===== config.mk =====
export PLATFORM = sky130hd
export DESIGN_NAME = load_store_unit
export DESIGN_NICKNAME = d
export VERILOG_FILES = /design/src/rtl/load_store_unit.sv
export SDC_FILE = /design/constraint.sdc
export NUM_CORES = 1
export LEC_CHECK = 0
export CAP_MARGIN = 20
export CORE_MARGIN = 2
export CORE_UTILIZATION = 40
export DETAILED_ROUTE_END_ITERATION = 12
export GPL_TIMING_DRIVEN = 0
export PLACE_DENSITY = 0.7
export SKIP_LAST_GASP = 1
export SLEW_MARGIN = 20
export SYNTH_ARGS = -nofsm -noshare
export SYNTH_HDL_FRONTEND = slang
export SYNTH_SLANG_ARGS = --single-unit

===== constraint.sdc =====
create_clock -name clk -period 3.3 [get_ports clk]
set_input_delay 0.495 -clock clk [delete_from_list [all_inputs] [get_ports clk]]
set_output_delay 0.495 -clock clk [all_outputs]
set_load 0.05 [all_outputs]

===== src/rtl/load_store_unit.sv =====
// Load/store initiator for the data-memory port: lane extraction, extension,
// sub-word read-modify-write, alignment/range checking and a held response.
module load_store_unit #(
    parameter int DATA_WIDTH = 32,
    parameter int ADDR_WIDTH = 32,
    parameter int DATA_DEPTH = 32
) (
    input  logic                  clk,
    input  logic                  rst_n,
    input  logic                  req_valid,
    output logic                  req_ready,
    input  logic                  req_write,
    input  logic [1:0]            req_size,
    input  logic                  req_signed,
    input  logic [ADDR_WIDTH-1:0] req_addr,
    input  logic [DATA_WIDTH-1:0] req_wdata,
    output logic                  resp_valid,
    input  logic                  resp_ready,
    output logic [DATA_WIDTH-1:0] resp_rdata,
    output logic                  resp_err,
    output logic                  mem_read,
    output logic                  mem_write,
    output logic [ADDR_WIDTH-1:0] mem_address,
    output logic [DATA_WIDTH-1:0] mem_wdata,
    input  logic [DATA_WIDTH-1:0] mem_rdata
);

    typedef enum logic [2:0] {
        S_IDLE,
        S_RD,
        S_RD_WAIT,
        S_RMW_RD,
        S_RMW_WAIT,
        S_WR,
        S_RESP
    } state_e;

    state_e                state_q, state_d;
    logic [ADDR_WIDTH-1:0] addr_q, addr_d;
    logic [1:0]            size_q, size_d;
    logic                  write_q, write_d;
    logic                  signed_q, signed_d;
    logic [DATA_WIDTH-1:0] wdata_q, wdata_d;
    logic [DATA_WIDTH-1:0] rdata_q, rdata_d;
    logic                  err_q, err_d;

    logic [ADDR_WIDTH-1:0] req_idx;
    logic                  req_err;
    logic [4:0]            lane_sh;
    logic [DATA_WIDTH-1:0] rd_shift;
    logic [DATA_WIDTH-1:0] load_val;
    logic [DATA_WIDTH-1:0] lane_mask;
    logic [DATA_WIDTH-1:0] merged;

    assign req_idx = {2'b00, req_addr[ADDR_WIDTH-1:2]};

    // Several error causes may coincide, so a plain OR rather than a decoder
    assign req_err = (req_size == 2'd3)
                   || (req_size == 2'd1 && req_addr[0])
                   || (req_size == 2'd2 && req_addr[1:0] != 2'b00)
                   || (req_idx >= ADDR_WIDTH'(DATA_DEPTH));

    assign lane_sh  = {addr_q[1:0], 3'b000};
    assign rd_shift = mem_rdata >> lane_sh;

    always_comb begin
        load_val = mem_rdata;
        case (size_q)
            2'd0:    load_val = {{24{signed_q & rd_shift[7]}}, rd_shift[7:0]};
            2'd1:    load_val = {{16{signed_q & rd_shift[15]}}, rd_shift[15:0]};
            default: load_val = mem_rdata;
        endcase
    end

    // Halves are 2-byte aligned here, so the byte shift also places a half
    assign lane_mask = (size_q == 2'd0) ? (32'h0000_00FF << lane_sh)
                                        : (32'h0000_FFFF << lane_sh);
    assign merged    = (mem_rdata & ~lane_mask)
                     | ((wdata_q << lane_sh) & lane_mask);

    always_comb begin
        state_d  = state_q;
        addr_d   = addr_q;
        size_d   = size_q;
        write_d  = write_q;
        signed_d = signed_q;
        wdata_d  = wdata_q;
        rdata_d  = rdata_q;
        err_d    = err_q;
        unique case (state_q)
            S_IDLE: begin
                if (req_valid) begin
                    addr_d   = req_addr;
                    size_d   = req_size;
                    write_d  = req_write;
                    signed_d = req_signed;
                    wdata_d  = req_wdata;
                    rdata_d  = '0;
                    err_d    = req_err;
                    if (req_err)
                        state_d = S_RESP;
                    else if (!req_write)
                        state_d = S_RD;
                    else if (req_size == 2'd2)
                        state_d = S_WR;
                    else
                        state_d = S_RMW_RD;
                end
            end
            S_RD:       state_d = S_RD_WAIT;
            S_RD_WAIT: begin
                rdata_d = load_val;
                state_d = S_RESP;
            end
            S_RMW_RD:   state_d = S_RMW_WAIT;
            S_RMW_WAIT: begin
                wdata_d = merged;
                state_d = S_WR;
            end
            S_WR:       state_d = S_RESP;
            S_RESP: begin
                if (resp_ready) begin
                    rdata_d = '0;
                    err_d   = 1'b0;
                    state_d = S_IDLE;
                end
            end
            default:    state_d = S_IDLE;
        endcase
    end

    always_ff @(posedge clk or negedge rst_n) begin
        if (!rst_n) begin
            state_q  <= S_IDLE;
            addr_q   <= '0;
            size_q   <= '0;
            write_q  <= 1'b0;
            signed_q <= 1'b0;
            wdata_q  <= '0;
            rdata_q  <= '0;
            err_q    <= 1'b0;
        end else begin
            state_q  <= state_d;
            addr_q   <= addr_d;
            size_q   <= size_d;
            write_q  <= write_d;
            signed_q <= signed_d;
            wdata_q  <= wdata_d;
            rdata_q  <= rdata_d;
            err_q    <= err_d;
        end
    end

    assign req_ready   = (state_q == S_IDLE);
    assign resp_valid  = (state_q == S_RESP);
    assign resp_rdata  = rdata_q;
    assign resp_err    = err_q;
    assign mem_read    = (state_q == S_RD) || (state_q == S_RMW_RD);
    assign mem_write   = (state_q == S_WR);
    assign mem_address = {2'b00, addr_q[ADDR_WIDTH-1:2]};
    assign mem_wdata   = mem_write ? wdata_q : '0;

    logic unused_write;
    assign unused_write = write_q;

endmodule

Word level (Yosys, flattened, before mapping). Cells that the tools add are included.

Eq/ne operators: 12. Multiplexer cells: 17. Reductions and logical operators: 18. Bitwise logic cells: 6. Order comparisons: 1. Shift operators: 4.

Operators with widths (number): $mux W32 (5); $pmux W32 S2 (2); $pmux W32 S3 (1); $and A32 B32 Y32 (2); $not A32 Y32 (1); $or A32 B32 Y32 (1); $shl A16 B5 Y32 const A (1); $shl A32 B5 Y32 (1); $shl A8 B5 Y32 const A (1); $shr A32 B5 Y16 (1); $ge A30 B6 Y1 const B (1); $pmux W3 S6 (1); $mux W3 (5); $eq A3 B3 Y1 const B (3); $eq A3 B2 Y1 const B (2); $reduce_and A2 Y1 (3); $reduce_and A3 Y1 (2); $reduce_bool A2 Y1 (3); $eq A2 B1 Y1 const B (2); $eq A2 B2 Y1 const B (2); $logic_or A1 B1 Y1 (4); $eq A3 B1 Y1 const B (1); $logic_not A3 Y1 (1); $reduce_bool A3 Y1 (1); 8 further kinds (11).

Output and inout bits: 101. Logic and storage cells: 65. Flip-flop bits (word level): 103. Bits of input ports: 104.

Logic depth before layout (Yosys ltp). Gate-level depths: netlist of the first run.

Depth in word-level cells: 8. Mapped depth: 7. Gate-level depth less buffers: 4.

Worst setup path after synthesis of the first run. OpenSTA, ideal clock, no wires.

Kind: flip-flop to output port. Start point: register state_q[0]. End point: output mem_wdata[22]. Cell stages (with the launch flop): 6. Data arrival time: 2.028 ns. Setup slack: 0.777 ns. Path through: dfrtp_1 -> clkbuf_1 -> nand2_1 -> nor2_1 -> clkbuf_1 -> and2_1.

Longest elaborated chain between the ends: 2.

Ends and longest elaborated chain: start, declared (line 38) `state_e state_q, state_d;`; start signal, assigned (line 143) `state_q <= state_d;`; $eq A3 B3 Y1 (line 159) `assign mem_write = (state_q == S_WR);`; via mem_write (line 22) `output logic mem_write,`; $mux W32 (line 161) `assign mem_wdata = mem_write ? wdata_q : '0;`; end, declared (line 24) `output logic [DATA_WIDTH-1:0] mem_wdata,`.

The timed path passes the listed nets, and every way through them passes these cells.

Final worst setup path of the first run.
Start point: register state_q[0]. End point: output mem_wdata[23].

Longest elaborated chain between the ends: 2.

Ends and longest elaborated chain (line): $eq A3 B3 Y1 (159); $mux W32 (161).

No other way between the ends.

==> metrics.md, run 1 <==
| Metric | Value |
|---|---|
| Mapped Avg Cell Area | 9.22 um2 |
| Synthesized area | 5790 um2 |
| Via density | 5.48 |
| Clk slew on worst S/H paths | 70 ps |
| First-pass GRT wire length | 32400 um |
| Worst-skew pair later-pin latency | 360 ps |
| Util after Layout | 59.6% |
| Die area | 15400 um2 |
| Kind of critical path | reg2out |
| Initial antenna violation count | 0 |
| Vias in the first global route | 5719 |
| Io pins | 205 |
| Relative slew slack | 45.6% |
| Top post-synthesis cells by count | nand2_1 (141), dfrtp_1 (103), clkbuf_1 (38), o21ai_0 (35), and2_1 (33) |
| Count leader, synth | nand2_1 |
| Crit start category | register |
| Final Max Slew Viols | 0 |
| Critical path capture point type | primary output |
| Setup TNS | 0 ps |
| Fin area | 8340 um2 |
| RR Startpoint | size_q[0] |
| Clk sinks | 103 |
| Ys Warns | 0 |
| IO buf count | 202 |
| Post-synth EDFFs | 0 |
| Share of synthesized registers carrying an async set or reset | 100% |
| Ant diodes | 0 |
| Final GP Congestion | 0.905 |
| Area Growth Syn to Fin | 44.0% |
| Chip width | 124 um |
| Final Cycle Share | 93.4% |
| Seq cells post-synth | 103 |
| Max-cap violations | 0 |
| Worst-margin pin slew | 808 ps |
| Hold WS | 42.9 ps |
| Pwr dens | 1040 nW/um2 |
| Nets | 947 |
| R2R Setup Slk | 850 ps |
| RSZ-0062 raised after global routing | false |
| DRC | 0 |
| Tmin final | 3080 ps |
| Ranking of synthesized cells by area | dfrtp_1 (45%), nand2_1 (9.1%), mux2i_1 (5.5%), buf_4 (4.2%), a221o_1 (4.0%) |
| Routed via count | 5629 |
| Yosys cell types | 49 |
| Req. time, crit path | 2800 ps |
| Starting Density | 41.4% |
| Clock buffer depth | 2 |
| Row cnt | 43 |
| CTS tree | built |
| GRT Total Usage | 26.5% |
| WL final | 20500 um |
| Core area | 14000 um2 |
| Max FO, Critical Path | 10 |
| Placed Area | 8070 um2 |
| H-tree levels | 3 |
| Layout fillers | 1255 |
| Synth top area share | 44.5% |
| DRT iter0 DRCs | 316 |
| Fmax | 324 MHz |
| Status | complete, no violations |
| R2R cell count | 6 |
| Post-Synthesis Cells | 628 |
| Min-Delay Path Class | in2async |
| Post-synth top area cell | dfrtp_1 |
| Die height | 124 um |
| Clock skew | 4.68 ps |
| Largest net degree at the start of global routing | 66 |
| VDD IR-drop max | 0.630 mV |
| CTS Buf Count | 9 |
| DR WL/cell | 20.0 um |
| FF/Latch Area | 2580 um2 |
| Main synth FF type | dfrtp_1 |
| DP HPWL | 15800 um |
| Static leakage | 3.77 nW |
| CP arrival | 2590 ps |
| Layout cell share with drive strength beyond 1 | 8.49% |
| CTS root buf | clkbuf_16 |
| Final ANT Viol Nets | 0 |
| Post-CTS setup buffers | 0 |
| DRT Pass-1 Iters | 5 |
| Congestion Overflow GR | 0 |
| # setup viols final | 0 |
| Register area share after synthesis | 44.5% |
| Multi-input gate area | 2710 um2 |
| Final hold violations | 0 |
cells by family after synthesis:
| logic type | Yosys count | synth area share, % |
|---|---|---|
| and+or+nand+nor | 232 | 18.5 |
| AOI/OAI and AO/OA | 161 | 21.5 |
| DFF | 103 | 44.5 |
| buffers and inverters | 94 | 8.65 |
| muxes | 37 | 6.70 |
| other | 1 | 0.0648 |
per-stage QoR:
stage / setup slack, ps / instances / total power [mW]
floorplan: 777 / 629 / 5.81
global placement: -2200 / 1011 / 7.51
detailed placement: 226 / 1012 / 7.58
CTS: 114 / 1028 / 8.64
global route: 68.7 / 1028 / 9.12
finish: 217 / 1028 / 8.64
power by group:
| group | internal (mW) | switching, mW |
|---|---|---|
| clock network | 0.598 | 0.490 |
| registers | 1.85 | 0.406 |
| logic | 1.93 | 3.36 |
how the worst max path moves through the flow:
stage                           from       endpoint  depth (start not counted)
after global routing      state_q[0]  mem_wdata[21]                          6
after CTS                 state_q[0]  mem_wdata[23]                          6
final                     state_q[0]  mem_wdata[23]                          6
after detailed placement  state_q[0]  mem_wdata[27]                          6
after global placement         rst_n      addr_q[2]                          1
after floorplan           state_q[0]  mem_wdata[22]                          5
layer usage:
| layer | wire [um] | up-vias | GRT usage [%] |
|---|---|---|---|
| met5 | 0 | - | 0 |
| met1 | 8800 | 2703 | 34.8 |
| met2 | 9430 | 266 | 42.1 |
| li1 | - | 2626 | - |
| met4 | 589 | 0 | 10.5 |
| met3 | 1700 | 34 | 6.44 |
layout make-up:
| class | count | area share, % |
|---|---|---|
| clock buffer | 13 | 3.36 |
| sequential | 103 | 30.9 |
| timing repair buffer | 203 | 24.1 |
| tap | 180 | 2.70 |
| clock inverter | 3 | 0.270 |
| inverter | 13 | 0.585 |
| buffer | 81 | 5.46 |
| multi-input combinational | 432 | 32.6 |
placed cells by master (no fill, tap or decap), types with 5 or more instances in the layout:
master and instances:
mux2i_1 32, buf_4 32, a21o_1 11, nand3b_1 7, clkbuf_1 35, clkbuf_16 9, a311o_1 8, o221ai_1 7
dfrtp_1 103, a211oi_1 16, a21boi_0 7, nor4_1 5, o21ai_0 35, a22o_1 17, a2bb2oi_1 7, dlygate4sd2_1 30
nor2_1 16, inv_1 13, nand2_1 141, nor2b_1 13, nor3_1 6, and2_1 33, a31oi_1 9, o311ai_0 7
a221o_1 23, clkdlybuf4s50_1 171
worst max-delay path, cell delays in order, from the launching register on:
cell	delay (ps)
dfrtp_1	390
clkbuf_1	330
nand2_1	90
nor2_1	370
clkbuf_2	320
and2_1	160
dlygate4sd2_1	550
timing repair:
item,in CTS,in global routing
endpoints found under the setup margin,30,24
hold buffers,0,0
hold endpoints to repair,0,0
gates resized for setup,30,6
cloned,0,0
No activity file was read; power rests on OpenSTA's default activity.
==> inputs of run 2 (changes only) <==
- SLEW_MARGIN: 20 -> not set
==> run 2 against run 1 <==
Clock-buffer cell count is 2 lower. Wire length is 0.94% higher. Fmax is 0.80% lower. Global-route usage is 0.080 points higher. First-iteration DRC count is 8.9% higher. Total power is 0.56% higher. Register-to-register slack worse by 20 ps. Core utilization hardly changed. Worst setup slack worse by 25 ps. Critical endpoint is now mem_wdata[13]. Largest cell class unchanged.
==> metrics.md, run 2 (synthesis results as in run 1) <==
| Metric | Value |
|---|---|
| Status | complete, no violations |
| Layout cell share with drive strength beyond 1 | 8.15% |
| Nets | 947 |
| Chip width | 124 um |
| Req. time, crit path | 2800 ps |
| GRT Total Usage | 26.6% |
| Core area | 14000 um2 |
| Starting Density | 41.4% |
| Kind of critical path | reg2out |
| DRT iter0 DRCs | 344 |
| Most common cell after layout, fill and taps aside | clkdlybuf4s50_1 |
| Critical path capture point type | primary output |
| R2R Setup Slk | 830 ps |
| Worst-margin pin slew | 844 ps |
| H-tree levels | 3 |
| Ant diodes | 0 |
| Clock skew | 7.42 ps |
| Vias in the first global route | 5696 |
| VDD IR-drop max | 0.723 mV |
| CP arrival | 2610 ps |
| Static leakage | 3.76 nW |
| DRC | 0 |
| Crit-path most repeated cell | clkbuf_1 |
| CP max stage cell | dlygate4sd2_1 |
| Design Power | 8.69 mW |
| Clk slew on worst S/H paths | 70 ps |
| Post-CTS setup buffers | 0 |
| Clock buffer depth | 2 |
| Largest net degree at the start of global routing | 66 |
| Clk sinks | 103 |
| Fmax | 322 MHz |
| Via density | 5.54 |
| CP max stage delay | 540 ps |
| DR WL/cell | 20.2 um |
| CTS root buf | clkbuf_16 |
| Worst path bufs/invs | 3 |
| Min-Delay Path Class | in2async |
| Max-cap violations | 0 |
| Tmin final | 3110 ps |
| Die height | 124 um |
| Max FO, Critical Path | 10 |
| RR Startpoint | size_q[0] |
| CTS tree | built |
| Relative slew slack | 43.2% |
| Congestion Overflow GR | 0 |
| Final Max Slew Viols | 0 |
| Cell family with most CP delay | buffers and inverters |
| RSZ-0062 raised after global routing | false |
| # setup viols final | 0 |
| Row cnt | 43 |
| Critical Path, Cell by Cell | clkbuf_1 > nand2_1 > nor2_2 > clkbuf_1 > and2_1 > dlygate4sd2_1 |
| Area Growth Syn to Fin | 44.0% |
| Routed via count | 5692 |
| Final GP Congestion | 0.905 |
| IO buf count | 202 |
| Die area | 15400 um2 |
| Most frequent cells in the layout | clkdlybuf4s50_1 (171), nand2_1 (141), dfrtp_1 (103), clkbuf_1 (38), o21ai_0 (35) |
| CTS Buf Count | 9 |
| Final ANT Viol Nets | 0 |
| Final hold violations | 0 |
| DRT Pass-1 Iters | 5 |
| DP HPWL | 15900 um |
| Initial antenna violation count | 0 |
| Crit start category | register |
| Final Cycle Share | 94.2% |
| Worst-skew pair later-pin latency | 350 ps |
| First-pass GRT wire length | 32500 um |
| WL final | 20700 um |
| R2R cell count | 6 |
| Placed Area | 8060 um2 |
| Pwr dens | 1040 nW/um2 |
| Fin area | 8340 um2 |
| Io pins | 205 |
==> run 2: cell count changes in the layout (fill, tap and decap cells not counted), sizes merged <==
cell           delta
clkbuf            -2
bufinv            +1
clkdlybuf4s15     +1
dlygate4sd2       -1
==> run 2: layer usage <==
layer  track usage (%)  vias up  part of all wire (%)
met1              35.3     2773                    43
met4              9.52        0                   2.4
met3              6.19       34                   7.9
met5                 0        -                     0
met2              42.5      265                    47
li1                  -     2620                     -
==> run 2: how the worst max path moves through the flow <==
stage                          start       endpoint  slack (ps)  depth (start not counted)
final                     state_q[0]  mem_wdata[13]         190                          6
after global routing      state_q[0]  mem_wdata[24]        0.03                          6
after CTS                 state_q[0]  mem_wdata[23]         100                          6
after detailed placement  state_q[0]  mem_wdata[24]         210                          6
after global placement         rst_n      addr_q[2]       -2200                          1
after floorplan           state_q[0]  mem_wdata[22]         780                          5
==> run 2: layout make-up <==
cell class | count | area, um2
Multi-Input combinational cell | 432 | 2720
Inverter | 13 | 48.8
Clock inverter | 4 | 52.6
Sequential cell | 103 | 2580
Timing Repair Buffer | 203 | 2010
Clock buffer | 11 | 253
Tap cell | 180 | 225
Buffer | 81 | 452
Fill cell | 1254 | 5650
==> run 2: report_power, final <==
part	internal [mW]	total (mW)	switching, mW	leakage (nW)
combinational	1.93	5.31	3.39	2.31
sequential	1.85	2.26	0.405	1.30
clock	0.629	1.12	0.489	0.152
==> run 2: through the flow <==
step | worst slack, ps | hold slack (ps) | util [%] | cells | TNS (ps)
2_1_floorplan | 777 | 199 | - | 629 | 0
3_3_place_gp | -2200 | 461 | 57.5 | 1011 | -224720
3_5_place_dp | 208 | 464 | 57.6 | 1012 | 0
4_1_cts | 96.9 | 133 | 59.6 | 1027 | 0
5_1_grt | 0.0278 | 158 | 59.6 | 1027 | 0
6_report | 193 | 120 | 59.6 | 1027 | 0
==> run 2: what timing repair did <==
action / 4_1_cts / 5_1_grt
endpoints found under the hold margin: 0 / 0
hold buffers: 0 / 0
gates resized for setup: 30 / 2
endpoints found under the setup margin: 30 / 29
==> inputs of run 3 (changes only) <==
- CAP_MARGIN: 20 -> 5
==> run 3 against run 2 <==
Clock power about the same. Critical path depth unchanged. Combinational power about the same. Largest power group unchanged. Worst hold slack unchanged. Total power unchanged. Sequential share of layout area did not move. Wire length did not move. Fmax unchanged. Design area is the same. Sequential cell count unchanged.
==> metrics.md, run 3 (synthesis results as in run 1) <==
| Metric | Value |
|---|---|
| Status | complete, no violations |
| Die height | 124 um |
| Layout fillers | 1254 |
| Max-cap violations | 0 |
| Hold-fix buffers, CTS | 0 |
| DP HPWL | 15900 um |
| Worst-skew pair later-pin latency | 350 ps |
| Worst-margin pin slew | 844 ps |
| Final Max Slew Viols | 0 |
| Post-CTS setup buffers | 0 |
| Placed Area | 8060 um2 |
| Crit start category | register |
| Congestion Overflow GR | 0 |
| Largest net degree at the start of global routing | 66 |
| IO buf count | 202 |
| WL final | 20700 um |
| Pwr dens | 1040 nW/um2 |
| Core area | 14000 um2 |
| Final ANT Viol Nets | 0 |
| Clk sinks | 103 |
| Io pins | 205 |
| Kind of critical path | reg2out |
| Comb power frac | 61.2% |
| Clock buffer depth | 2 |
| CP max stage delay | 540 ps |
| Final Cycle Share | 94.2% |
| Layout cell share with drive strength beyond 1 | 8.15% |
| DRC | 0 |
| Die area | 15400 um2 |
| Fin area | 8340 um2 |
| Row cnt | 43 |
| Net Sw Power | 4.28 mW |
| Relative slew slack | 43.2% |
| Share of power burned in registers | 26.0% |
| VDD IR-drop max | 0.723 mV |
| CTS root buf | clkbuf_16 |
| Static leakage | 3.76 nW |
| Routed via count | 5692 |
| Sw Ratio | 49.2% |
| Final hold violations | 0 |
| DRT iter0 DRCs | 344 |
| Critical path capture point type | primary output |
| R2R cell count | 6 |
| Internal | 4.41 mW |
| RSZ-0062 raised after global routing | false |
| Starting Density | 41.4% |
| Most common cell after layout, fill and taps aside | clkdlybuf4s50_1 |
| Chip width | 124 um |
| Most frequent cells in the layout | clkdlybuf4s50_1 (171), nand2_1 (141), dfrtp_1 (103), clkbuf_1 (38), o21ai_0 (35) |
| CTS Buf Count | 9 |
| Clock skew | 7.42 ps |
| Initial antenna violation count | 0 |
| Layout Cells excl Fill | 1027 |
| CP max stage cell | dlygate4sd2_1 |
| Tmin final | 3110 ps |
| Req. time, crit path | 2800 ps |
| Vias in the first global route | 5696 |
| Fmax | 322 MHz |
| Critical Path, Cell by Cell | clkbuf_1 > nand2_1 > nor2_2 > clkbuf_1 > and2_1 > dlygate4sd2_1 |
| GRT Total Usage | 26.6% |
| Hold WS | 120 ps |
| Clock power frac | 12.9% |
| First-pass GRT wire length | 32500 um |
| FF/Latch Area | 2580 um2 |
| Min-Delay Path Class | in2async |
| Area Growth Syn to Fin | 44.0% |
| CP arrival | 2610 ps |
| Final GP Congestion | 0.905 |
| Max FO, Critical Path | 10 |
| Multi-input gate area | 2720 um2 |
| Crit-path most repeated cell | clkbuf_1 |
| Design Power | 8.69 mW |
| # setup viols final | 0 |
| Placed insts | 1012 |
| DR WL/cell | 20.2 um |
| Ant diodes | 0 |
| CTS tree | built |
| Via density | 5.54 |
| DRT Pass-1 Iters | 5 |
| Clk slew on worst S/H paths | 70 ps |
| Nets | 947 |
| H-tree levels | 3 |
-- run 3: cell counts in the layout (fill, tap and decap cells not counted) --
No cell type changed its count.
-- run 3: metal layers --
metal	up-vias	wire length, um	global-route usage (%)	part of all wire [%]
met2	265	9650	42.5	47
met5	-	0	0	0
met3	34	1640	6.19	7.9
met1	2773	8930	35.3	43
met4	0	487	9.52	2.4
li1	2620	-	-	-
-- run 3: area by class of cell --
type,count,share of cell area [%]
inverter,13,0.585
multi-input combinational,432,32.6
buffer,81,5.42
tap,180,2.70
clock inverter,4,0.630
timing repair buffer,203,24.1
sequential,103,30.9
clock buffer,11,3.03
-- run 3: final timing paths --
kind,startpoint,end,slack [ps]
setup / recovery,state_q[0],mem_wdata[13],190
hold / removal,rst_n,resp_rdata[10],120
setup reg to reg,size_q[0],register,830
hold reg to reg,addr_q[5],addr_q[5],480
max in group asynchronous,rst_n,addr_q[4],2470
min in group clk,addr_q[5],addr_q[5],480
-- run 3: timing repair --
item / 4_1_cts / 5_1_grt
setup endpoints to repair: 30 / 29
gates cloned: 0 / 0
hold endpoints to repair: 0 / 0
resized for setup: 30 / 2
-- run 3: metrics by stage --
| step | setup TNS (ps) | util (%) | worst slack, ps |
|---|---|---|---|
| floorplan | 0 | - | 777 |
| global placement | -224720 | 57.5 | -2200 |
| detailed placement | 0 | 57.6 | 208 |
| CTS | 0 | 59.6 | 96.9 |
| global route | 0 | 59.6 | 0.0278 |
| finish | 0 | 59.6 | 193 |
-- run 3: critical path: cells and delay by family (launching register included) --
family,cells,cell delay (ps)
buffers and inverters,3,1260
and+or+nand+nor,3,610
DFF,1,390
-- run 3: power by group through the flow --
stage / clock (mW) / sequential [mW] / combinational, mW
finish: 1.12 / 2.26 / 5.31
global route: 1.19 / 2.33 / 5.64
CTS: 1.13 / 2.25 / 5.29
detailed placement: 0 / 2.26 / 5.32
global placement: 0 / 2.25 / 5.26
floorplan: 0 / 2.74 / 3.07
